--- config.mk ---
export PLATFORM = sky130hd
export DESIGN_NAME = ram512_fill_engine
export DESIGN_NICKNAME = d
export VERILOG_FILES = /design/src/rtl/ram512_fill_engine.sv
export SDC_FILE = /design/constraint.sdc
export NUM_CORES = 1
export LEC_CHECK = 0
export CORE_ASPECT_RATIO = 0.8
export CORE_MARGIN = 1.5
export CORE_UTILIZATION = 40
export CTS_BUF_LIST = sky130_fd_sc_hd__clkbuf_16
export DETAILED_ROUTE_END_ITERATION = 6
export PLACE_DENSITY = 0.72
export SLEW_MARGIN = 20
export SYNTH_ARGS = -nofsm -noshare
export SYNTH_HDL_FRONTEND = slang
export SYNTH_SLANG_ARGS = --single-unit
--- constraint.sdc ---
create_clock -name clk -period 4.1 [get_ports clk]
set_input_delay 0.82 -clock clk [delete_from_list [all_inputs] [get_ports clk]]
set_output_delay 0.82 -clock clk [all_outputs]
set_load 0.01 [all_outputs]
--- src/rtl/ram512_fill_engine.sv ---
// ram512_fill_engine: write/verify sequencer that owns the RAM512 port.
// While idle, the host port is passed straight through to the RAM. On start, the
// engine block-fills a wrap-around address range with either a constant or an
// incrementing pattern. It can then read the range back and flag the first mismatch.
//
// Ports:
//   clk, reset                 clock, asynchronous active-high reset
//   start                      operation request, sampled only in IDLE
//   base, count                first address and word count (0..512) of the range
//   pattern, incr, check       fill value, increment mode, read-back compare enable
//   host_address/in/load       host RAM port, forwarded when not busy
//   ram_address/in/load        RAM512 write/address port (decoded from state)
//   ram_out                    RAM512 combinational read data
//   busy, done                 operation in progress, one-cycle completion pulse
//   error, err_address         sticky compare failure and first failing address
module ram512_fill_engine #(
    parameter int unsigned WIDTH = 16,
    parameter int unsigned AW    = 9
) (
    input  logic             clk,
    input  logic             reset,
    input  logic             start,
    input  logic [AW-1:0]    base,
    input  logic [AW:0]      count,
    input  logic [WIDTH-1:0] pattern,
    input  logic             incr,
    input  logic             check,
    input  logic [AW-1:0]    host_address,
    input  logic [WIDTH-1:0] host_in,
    input  logic             host_load,
    output logic [AW-1:0]    ram_address,
    output logic [WIDTH-1:0] ram_in,
    output logic             ram_load,
    input  logic [WIDTH-1:0] ram_out,
    output logic             busy,
    output logic             done,
    output logic             error,
    output logic [AW-1:0]    err_address
);

    typedef enum logic [1:0] {
        IDLE  = 2'd0,
        FILL  = 2'd1,
        CHECK = 2'd2,
        DONE  = 2'd3
    } state_t;

    state_t             state;
    logic [AW:0]        idx;
    logic [AW-1:0]      base_q;
    logic [AW:0]        count_q;
    logic [WIDTH-1:0]   pattern_q;
    logic               incr_q;
    logic               check_q;

    logic [AW:0]        idx_next;
    logic               last;
    logic [AW-1:0]      cur_address;
    logic [WIDTH-1:0]   cur_word;

    // Current range address and data word. The AW-bit sum wraps modulo the RAM depth.
    assign idx_next    = idx + (AW+1)'(1);
    assign last        = (idx_next == count_q);
    assign cur_address = base_q + idx[AW-1:0];
    assign cur_word    = incr_q ? WIDTH'(pattern_q + WIDTH'(idx)) : pattern_q;

    // Drive the RAM port from the engine while busy; pass the host port through otherwise.
    always_comb begin
        ram_address = host_address;
        ram_in      = host_in;
        ram_load    = host_load;
        unique case (state)
            FILL: begin
                ram_address = cur_address;
                ram_in      = cur_word;
                ram_load    = 1'b1;
            end
            CHECK: begin
                ram_address = cur_address;
                ram_in      = cur_word;
                ram_load    = 1'b0;
            end
            DONE: begin
                ram_address = base_q;
                ram_in      = '0;
                ram_load    = 1'b0;
            end
            default: begin
            end
        endcase
    end

    // Sequencer: the state, index, latched parameters and registered status outputs.
    always_ff @(posedge clk or posedge reset) begin
        if (reset) begin
            state       <= IDLE;
            idx         <= '0;
            base_q      <= '0;
            count_q     <= '0;
            pattern_q   <= '0;
            incr_q      <= 1'b0;
            check_q     <= 1'b0;
            busy        <= 1'b0;
            done        <= 1'b0;
            error       <= 1'b0;
            err_address <= '0;
        end else begin
            unique case (state)
                IDLE: begin
                    if (start) begin
                        base_q      <= base;
                        count_q     <= count;
                        pattern_q   <= pattern;
                        incr_q      <= incr;
                        check_q     <= check;
                        idx         <= '0;
                        error       <= 1'b0;
                        err_address <= '0;
                        busy        <= 1'b1;
                        if (count == '0) begin
                            state <= DONE;
                            done  <= 1'b1;
                        end else begin
                            state <= FILL;
                        end
                    end
                end
                FILL: begin
                    if (last) begin
                        idx <= '0;
                        if (check_q) begin
                            state <= CHECK;
                        end else begin
                            state <= DONE;
                            done  <= 1'b1;
                        end
                    end else begin
                        idx <= idx_next;
                    end
                end
                CHECK: begin
                    // Only the first mismatch is recorded; error stays sticky.
                    if ((ram_out != cur_word) && !error) begin
                        error       <= 1'b1;
                        err_address <= cur_address;
                    end
                    if (last) begin
                        idx   <= '0;
                        state <= DONE;
                        done  <= 1'b1;
                    end else begin
                        idx <= idx_next;
                    end
                end
                DONE: begin
                    state <= IDLE;
                    busy  <= 1'b0;
                    done  <= 1'b0;
                end
                default: begin
                    state <= IDLE;
                end
            endcase
        end
    end

endmodule

==> results.json, run 1 <==
{
  "cts_buffer_depth": 2,
  "die_h_um": 101,
  "ys_warn_count": 0,
  "reg2reg_depth": 12,
  "gp_congestion": 0.907,
  "drc": 0,
  "ys_seq_area_frac": 0.320,
  "drv_slew": 0,
  "root_buffer": "clkbuf_16",
  "switching_share": 0.437,
  "grt_pass1_wl_um": 22500,
  "hp-class": "register to register",
  "critical_path_class": "register to output port",
  "fin_nets": 756,
  "pwr-share-comb": 0.660,
  "wl_per_cell_um": 17.6,
  "synth_largest_area_cell": "dfrtp_1",
  "setup_viol": 0,
  "grt-ovfl-total": 0,
  "io_buffers": 119,
  "ys_ff_latch": 61,
  "cpPeakStageDelay_ns": 0.57,
  "clock-sinks": 61,
  "routed_wl_um": 14100,
  "drt_pass1_iterations": 4,
  "drtAntennaViolNets": 0,
  "core_um2": 11600,
  "reg2reg_to": "err_address[6]",
  "clkPwrFrac": 0.132,
  "p_leak_nw": 2.70,
  "p_int_w": 0.00319,
  "vdd_ir_drop_max_mv": 0.361,
  "rows": 35,
  "syn_inst": 520,
  "cts-buffers-inserted": 9,
  "layout-drive-gt1-share": 0.156,
  "synth_edf_count": 0,
  "fin_ws_ns": 0.0628,
  "clk_latency_ns": 0.33,
  "start_kind": "register",
  "async_flop_share": 1.00,
  "critPathRequiredTime_ns": 3.28,
  "grt_usage": 0.228,
  "worstPathCellList": "ha_1, fa_2, a211oi_2, o21ai_2, a21o_2, a21oi_1, nor2_1, xnor2_1, o21ai_0, clkdlybuf4s50_1",
  "antenna_found_initial": 0,
  "cts.clk_slew.worst_paths_ns": 0.06,
  "yosysTopAreaCellShare": 0.320,
  "min_from": "done",
  "grt_setup_unrepaired": "true",
  "place_ws_ns": 0.276,
  "yosys-top-cells-area": "dfrtp_1, mux2_2, xnor2_1",
  "drt-vias-per-instance": 5.43,
  "power_w": 0.00566,
  "whs_path_depth": 2,
  "max_freq_mhz": 248,
  "post_synth.cell_area_avg_um2": 9.17,
  "ios": 120,
  "ctsHtreeMaxLevel": 3,
  "final_cells": 802,
  "hpwl_um": 11100,
  "holdPathEnd": "done",
  "hold_viol": 0,
  "synth_common_cells": "nand2_1, dfrtp_1, o21ai_0",
  "syn_area_um2": 4770,
  "seqPwrFrac": 0.208,
  "min_period_ns": 4.04,
  "crit_slowest_cell": "clkdlybuf4s50_1",
  "finClkSkew_ns": 0.00783,
  "synth_flop_cell": "dfrtp_1",
  "grt_pass1_vias": 4231,
  "placedCellCount": 780,
  "synth_most_common_cell": "nand2_1",
  "drv_cap": 0,
  "die_w_um": 125,
  "outcome": "finished clean",
  "worst_setup_path_end_kind": "output port",
  "power_density_nw_per_um2": 868,
  "initial_core_util": 0.412,
  "drt-initial-drc-count": 245,
  "vias": 4358,
  "area_growth_syn_to_layout_pct": 36.6,
  "crit_arrival_ns": 3.22,
  "p_sw_w": 0.00247,
  "hold_slack_ns": 0.499,
  "relSlewSlack": 0.464,
  "cts_tree": "yes",
  "yosys.cell_types.count": 65,
  "r2r-start": "idx[0]",
  "period_share": 0.985,
  "worst_slew_pin_slew_ns": 0.801,
  "crit_fanout": 4,
  "grt_start_max_net_pins": 40,
  "antennaDiodeCount": 0,
  "synth_fp_nets": 627,
  "reg2reg_slack_ns": 0.80,
  "dieArea_um2": 12600
}
[critical path, delay by kind of cell (launching register included)]
kind | cells | cell delay (ns)
compound gates | 5 | 1.04
xor+xnor | 1 | 0.13
fa+ha+maj | 2 | 0.66
buf+inv | 1 | 0.57
flops | 1 | 0.38
simple gates | 1 | 0.09
[layout by cell type, fill, tap and decap left out, types with 19 or more instances in the layout]
| cell type | count |
|---|---|
| xor2_1 | 22 |
| nor2_1 | 24 |
| xnor2_1 | 40 |
| dfrtp_1 | 59 |
| mux2_2 | 38 |
| clkdlybuf4s50_1 | 117 |
| buf_4 | 24 |
| inv_1 | 21 |
| a21oi_1 | 21 |
| mux2i_1 | 19 |
| o21ai_0 | 42 |
| nand2_1 | 62 |
| ha_1 | 22 |
[flip-flops by register name, summed over array words and instances, names as in the netlist, 2 cells and up]
signal       cells
idx             10
pattern_q       16
base_q           9
state            2
err_address      9
count_q         10
[power groups by stage]
stage | logic (W) | clock network, W | registers (W)
6_report | 0.00373 | 0.000748 | 0.00118
3_5_place_dp | 0.00365 | 0 | 0.00118
3_3_place_gp | 0.00362 | 0 | 0.00116
2_1_floorplan | 0.00237 | 0 | 0.00111
5_1_grt | 0.00404 | 0.000793 | 0.00122
4_1_cts | 0.00369 | 0.000762 | 0.00118
[area by class of cell]
cell class | instances | area (um^2)
tap | 148 | 185
clock inverter | 7 | 67.6
multi-input combinational | 412 | 3040
timing repair buffer | 144 | 1390
sequential | 61 | 1530
clock buffer | 9 | 225
inverter | 21 | 78.8
fill | 1047 | 5050
[worst max-delay path by stage]
| stage | from | to | cells past startpoint |
|---|---|---|---|
| 2_1_floorplan | idx[0] | ram_in[12] | 9 |
| 3_3_place_gp | idx[0] | ram_address[8] | 13 |
| 3_5_place_dp | idx[0] | ram_address[8] | 13 |
| 4_1_cts | idx[0] | ram_in[12] | 10 |
| 5_1_grt | pattern_q[0] | ram_in[12] | 10 |
| 6_report | idx[0] | ram_in[12] | 10 |
[metal layers]
metal,global-route usage,vias up,part of all wire
met3,0.0430,15,0.067
met5,0,-,0
met1,0.334,2074,0.49
li1,-,2109,-
met2,0.348,160,0.43
met4,0.0568,0,0.012
[stage by stage]
stage                util  setup TNS, ns  cell area [um^2]
global route        0.563        -0.0512              6510
detailed placement  0.532              0              6150
CTS                 0.559              0              6470
floorplan               -              0              4770
global placement    0.532              0              6150
finish              0.563              0              6510
[cells by family (layout without fill, tap and decap cells)]
kind of cell / Yosys count / in the layout / share of synthesized area
flops: 61 / 61 / 0.320
xor+xnor: 63 / 63 / 0.119
simple gates: 143 / 143 / 0.142
buf+inv: 47 / 181 / 0.0470
fa+ha+maj: 25 / 25 / 0.0687
compound gates: 123 / 123 / 0.170
mux: 58 / 58 / 0.133
[timing repair]
item | in CTS | in global routing
pin swaps | 2 | 4
buffers inserted | 1 | 5
endpoints found under the setup margin | 5 | 9
hold buffers | 0 | 0
gates resized for setup | 6 | 4
(Power assumes the default switching activity.)
==> run 2, diff against run 1 <==
- GPL_TIMING_DRIVEN: unset -> 0
==> results.json, run 2 (same netlist as run 1, synthesis figures left out) <==
{
  "grt_usage": 0.236,
  "fin_nets": 766,
  "placed_area_um2": 6160,
  "rows": 35,
  "clk_latency_ns": 0.34,
  "drtAntennaViolNets": 0,
  "top_register": "pattern_q",
  "power_w": 0.00580,
  "setup-tns-final_ns": 0,
  "hold_viol": 0,
  "antenna_found_initial": 0,
  "design_area_um2": 6600,
  "p_leak_nw": 2.73,
  "critical_path_class": "register to output port",
  "vias": 4458,
  "seq_area_um2": 1540,
  "final_common_cell": "clkdlybuf4s50_1",
  "drv_slew": 0,
  "ios": 120,
  "hp-class": "register to register",
  "grt-ovfl-total": 0,
  "grt_start_max_net_pins": 33,
  "gp_congestion": 0.917,
  "largest_register_ffs": 16,
  "wl_per_cell_um": 17.8,
  "largestRegisters": "pattern_q (16), count_q (10), idx (10)",
  "crit_slowest_cell": "clkdlybuf4s50_1",
  "placedCellCount": 787,
  "grt_pass1_vias": 4392,
  "initial_core_util": 0.412,
  "clkPwrFrac": 0.139,
  "vdd_ir_drop_max_mv": 0.299,
  "start_kind": "register",
  "final_cells": 812,
  "pwr-share-comb": 0.653,
  "p_sw_w": 0.00253,
  "p_int_w": 0.00327,
  "ctsHtreeMaxLevel": 3,
  "drt_pass1_iterations": 5,
  "root_buffer": "clkbuf_16",
  "switching_share": 0.436,
  "cts_buffer_depth": 2,
  "drt-vias-per-instance": 5.49,
  "routed_wl_um": 14500,
  "hpwl_um": 11300,
  "core_um2": 11600,
  "crit_arrival_ns": 3.13,
  "multi_input_area_um2": 3070,
  "finClkSkew_ns": 0.00732,
  "die_h_um": 101,
  "cts.clk_slew.worst_paths_ns": 0.05,
  "antennaDiodeCount": 0,
  "worst_setup_path_end_kind": "output port",
  "fill_cells": 1067,
  "grt_pass1_wl_um": 23300,
  "seqPwrFrac": 0.208,
  "die_w_um": 125,
  "area_growth_syn_to_layout_pct": 38.5,
  "clock-sinks": 61,
  "crit_family": "compound AO/OA/AOI/OAI gates",
  "worstPathCellList": "ha_1, a211oi_2, nor2_2, a31o_2, o21a_1, o21ai_1, xor2_1, o21ai_0, clkdlybuf4s50_1",
  "power_density_nw_per_um2": 878,
  "critPathRequiredTime_ns": 3.28,
  "worst_slew_pin_slew_ns": 0.752,
  "drt-initial-drc-count": 340,
  "io_buffers": 118,
  "layout-drive-gt1-share": 0.161,
  "relSlewSlack": 0.499,
  "final_cell_mix": "clkdlybuf4s50_1, nand2_1, dfrtp_1",
  "dieArea_um2": 12600,
  "min_period_ns": 3.95,
  "max_freq_mhz": 253,
  "crit_fanout": 5,
  "setup_viol": 0,
  "period_share": 0.964,
  "cts_tree": "yes",
  "drc": 0,
  "outcome": "finished clean",
  "reg2reg_slack_ns": 0.66,
  "cts-buffers-inserted": 9,
  "cpPeakStageDelay_ns": 0.56,
  "drv_cap": 0,
  "crit_buf_inv": 1
}
## run 2: cell types whose count changed in the layout (fill, tap and decap cells not counted), sizes merged
cell           previous run  this run
buf                      25        20
inv                      22        21
clkdlybuf4s50           117       112
bufinv                    1         2
clkbuf                    9        25
dlygate4sd2               1         3
dlymetal6s2s              1         3
## run 2: what timing repair did
item | CTS | global route
endpoints found under the setup margin | 11 | 21
resized for setup | 14 | 15
pin swaps | 4 | 5
buffers inserted | 4 | 5
hold buffers | 0 | 0
## run 2: power by group through the flow
stage          Combinational (W)  Clock, W  Sequential, W
2_1_floorplan            0.00237         0        0.00111
3_3_place_gp             0.00358         0        0.00119
3_5_place_dp             0.00364         0        0.00121
4_1_cts                  0.00371  0.000820        0.00120
5_1_grt                  0.00414  0.000853        0.00124
6_report                 0.00379  0.000807        0.00120
## run 2: final timing paths
kind,from,end,cells past startpoint
max,idx[1],ram_in[13],9
min,done,done,2
max reg2reg,idx[0],error,12
min reg2reg,done,done,2
max in group asynchronous,reset,pattern_q[1],3
min in group asynchronous,reset,check_q,2
## run 2: through the flow
step | setup slack [ns] | util | hold slack, ns
floorplan | 0.741 | - | 0.494
global placement | -0.0677 | 0.531 | 0.481
detailed placement | -0.101 | 0.533 | 0.491
CTS | 0.0286 | 0.565 | 0.493
global route | -0.0140 | 0.571 | 0.541
finish | 0.147 | 0.571 | 0.492
## run 2: cell type report
class | instances | area share
timing repair buffer | 128 | 0.193
multi-input combinational | 412 | 0.464
clock buffer | 9 | 0.0341
inverter | 21 | 0.0123
tap | 148 | 0.0280
sequential | 61 | 0.232
clock inverter | 7 | 0.0136
buffer | 26 | 0.0224
## run 2: routing by layer
layer / track usage / vias up / wire length (um)
met2: 0.365 / 172 / 6390
met4: 0.0568 / 0 / 118
met3: 0.0504 / 16 / 988
met5: 0 / - / 0
li1: - / 2136 / -
met1: 0.340 / 2134 / 6960
## run 2: tightest hold or removal path, stage by stage, from the launching register on
cell,delay (ns)
dfrtp_1,0.35
nand2_1,0.05
o21ai_0,0.06
==> RTL edit, RTL diff (settings of run 2) <==
Re-encode `state_t` (4 states) as one-hot, 4 bits wide.
--- a/src/rtl/ram512_fill_engine.sv
+++ b/src/rtl/ram512_fill_engine.sv
@@ -38,11 +38,11 @@
     output logic [AW-1:0]    err_address
 );
 
-    typedef enum logic [1:0] {
-        IDLE  = 2'd0,
-        FILL  = 2'd1,
-        CHECK = 2'd2,
-        DONE  = 2'd3
+    typedef enum logic [3:0] {
+        IDLE  = 4'b0001,
+        FILL  = 4'b0010,
+        CHECK = 4'b0100,
+        DONE  = 4'b1000
     } state_t;
 
     state_t             state;
Formal check against the unedited RTL: no difference found for any inputs over 4 cycles, from zero or initial values and one cycle with reset high; so few cycles prove little.
==> RTL edit against run 2 <==
- clock skew fell by 0.86 ps
- wire length rose by 15%
- first-iteration DRC count fell by 7.4%
- synthesized area rose by 5.2%
- final area rose by 3.6%
- worst setup slack got worse by 23 ps
- largest cell class unchanged
- sequential cell count rose by 2
- register-to-register slack improved by 50 ps
Power is left out: it rests on default switching activity, and per cell area and clock period it moved more than threefold.
==> RTL edit: results (changes against run 2) <==
stage	metric	value	unit	change
setup_path	reg2reg start	idx[6]		was idx[0]
setup_path	largest stage delay on the critical path	590	ps	was 560 ps
yosys	average size of a mapped cell	9.01	µm²	was 9.17 µm²
cells_and_area	Clock-cell share	3.78	%	was 4.77%
yosys	synthesized flop and latch total	63		was 61
worst_hold_path	worst-case hold path end point	err_address[4]		was done
place	gpl congestion	0.898		was 0.917
route	number of DRC markers in iteration 0	315		was 340
yosys	Synth cell types	73		was 65
yosys	Synth Net Count	660		was 627
global_route	initial antenna violation count	0		unchanged
route	post-DR wirelength/cell	19.1	µm	was 17.8 µm
cts	Clock transition at path regs	60	ps	
cells_and_area	Logic inverters	19		was 21
cells_and_area	Final nets	797		was 766
global_route	All-Layer GR Usage	25.5	%	was 23.6%
global_route	largest net degree at the start of global routing	53		was 33
route	via count	5038		was 4,458
cells_and_area	Final Non-Filler Cells	870		was 812
yosys	XOR/XNOR Fraction of Synth Area	9.75	%	was 11.9%
place	Post-DP HPWL	12.8	mm	was 11.3 mm
cts	setup bufs post-CTS	1		was 4
yosys	post-synthesis mux area share	8.21	%	was 13.3%
setup_path	Critical Path Start	state[0]		was idx[1]
cells_and_area	Syn-to-layout area delta	36.4	%	was 38.5%
setup_path	Critical Path End	ram_in[10]		was ram_in[13]
yosys	register area share after synthesis	31.5	%	was 32.0%
worst_hold_path	Hold Path Depth	2		unchanged
timing	worst hold margin	522	ps	was 492 ps
cells_and_area	Register Area	1580	µm²	was 1540 µm²
yosys	Mapped Cells	557		was 520
place	Setup WS pre-CTS	-83.7	ps	was -101 ps
timing	Slew HR	48.2	%	was 49.9%
setup_path	R2R setup slack	710	ps	was 660 ps
cells_and_area	Non-clk bufs	159		was 154
setup_path	worst-path maximum fanout	10		was 5
worst_hold_path	Hold Startpoint	err_address[4]		was done
cells_and_area	Non-clock buffering overhead	20.8	%	was 21.5%
yosys	synth top area cells	dfrtp_1 31%, mux2_2 7.4%, xnor2_1 4.9%		was dfrtp_1 32%, mux2_2 9.0%, xnor2_1 7.3%
global_route	grt ovf	0		unchanged
global_route	first-pass GRT wire length	25.8	mm	was 23.3 mm
place	Cells after DPL	848		was 787
setup_path	worst path arrival time	3160	ps	was 3130 ps
cts	post-cts resize count	7		was 14
setup_path	reg2reg end	err_address[7]		was error
yosys	Synth Area in Adders	5.54	%	was 6.87%
run_status	status	completed		unchanged
yosys	top post-synthesis cells by count	62 x dfrtp_1, 46 x nand2_1, 41 x o21ai_0		was 62 x nand2_1, 61 x dfrtp_1, 42 x o21ai_0
cells_and_area	FILL cells	1117		was 1,067
yosys	area fraction in compound gates after synthesis	21.8	%	was 17.0%
place	dpl cell area	6460	µm²	was 6160 µm²
cells_and_area	fraction of area in multi-input gates	48.1	%	was 46.4%
timing	Final Skew	6.46	ps	was 7.32 ps
cells_and_area	Multi-In Gates	442		was 412
global_route	vias in the first global route	4808		was 4,392
cells_and_area	layout cells sized above 1	13.9	%	was 16.1%
timing	crit share post-route	97.0	%	was 96.4%
## RTL edit: cell types whose count changed after synthesis, sizes merged, moves of 5 or more
cell / before / now
clkbuf: 15 / 24
mux2: 39 / 33
o31ai: 2 / 13
mux2i: 19 / 4
nand3: 14 / 28
a32oi: 0 / 9
nor3: 10 / 16
xnor2: 40 / 28
nor2b: 4 / 14
or3: 1 / 8
nand2: 62 / 46
a31oi: 2 / 7
o21ai: 46 / 41
## RTL edit: worst max-delay path, delay by kind of cell, from the launching register on
family,cells,cell delay [ps]
buf+inv,4,1620
simple gates,2,570
flops,1,510
compound gates,1,120
## RTL edit: metal layers
| metal | up-vias | wire length [µm] | GRT usage, % |
|---|---|---|---|
| met5 | - | 0 | 0 |
| li1 | 2353 | - | - |
| met4 | 0 | 232 | 6.57 |
| met2 | 180 | 7520 | 40.8 |
| met3 | 22 | 980 | 4.20 |
| met1 | 2483 | 7920 | 36.2 |
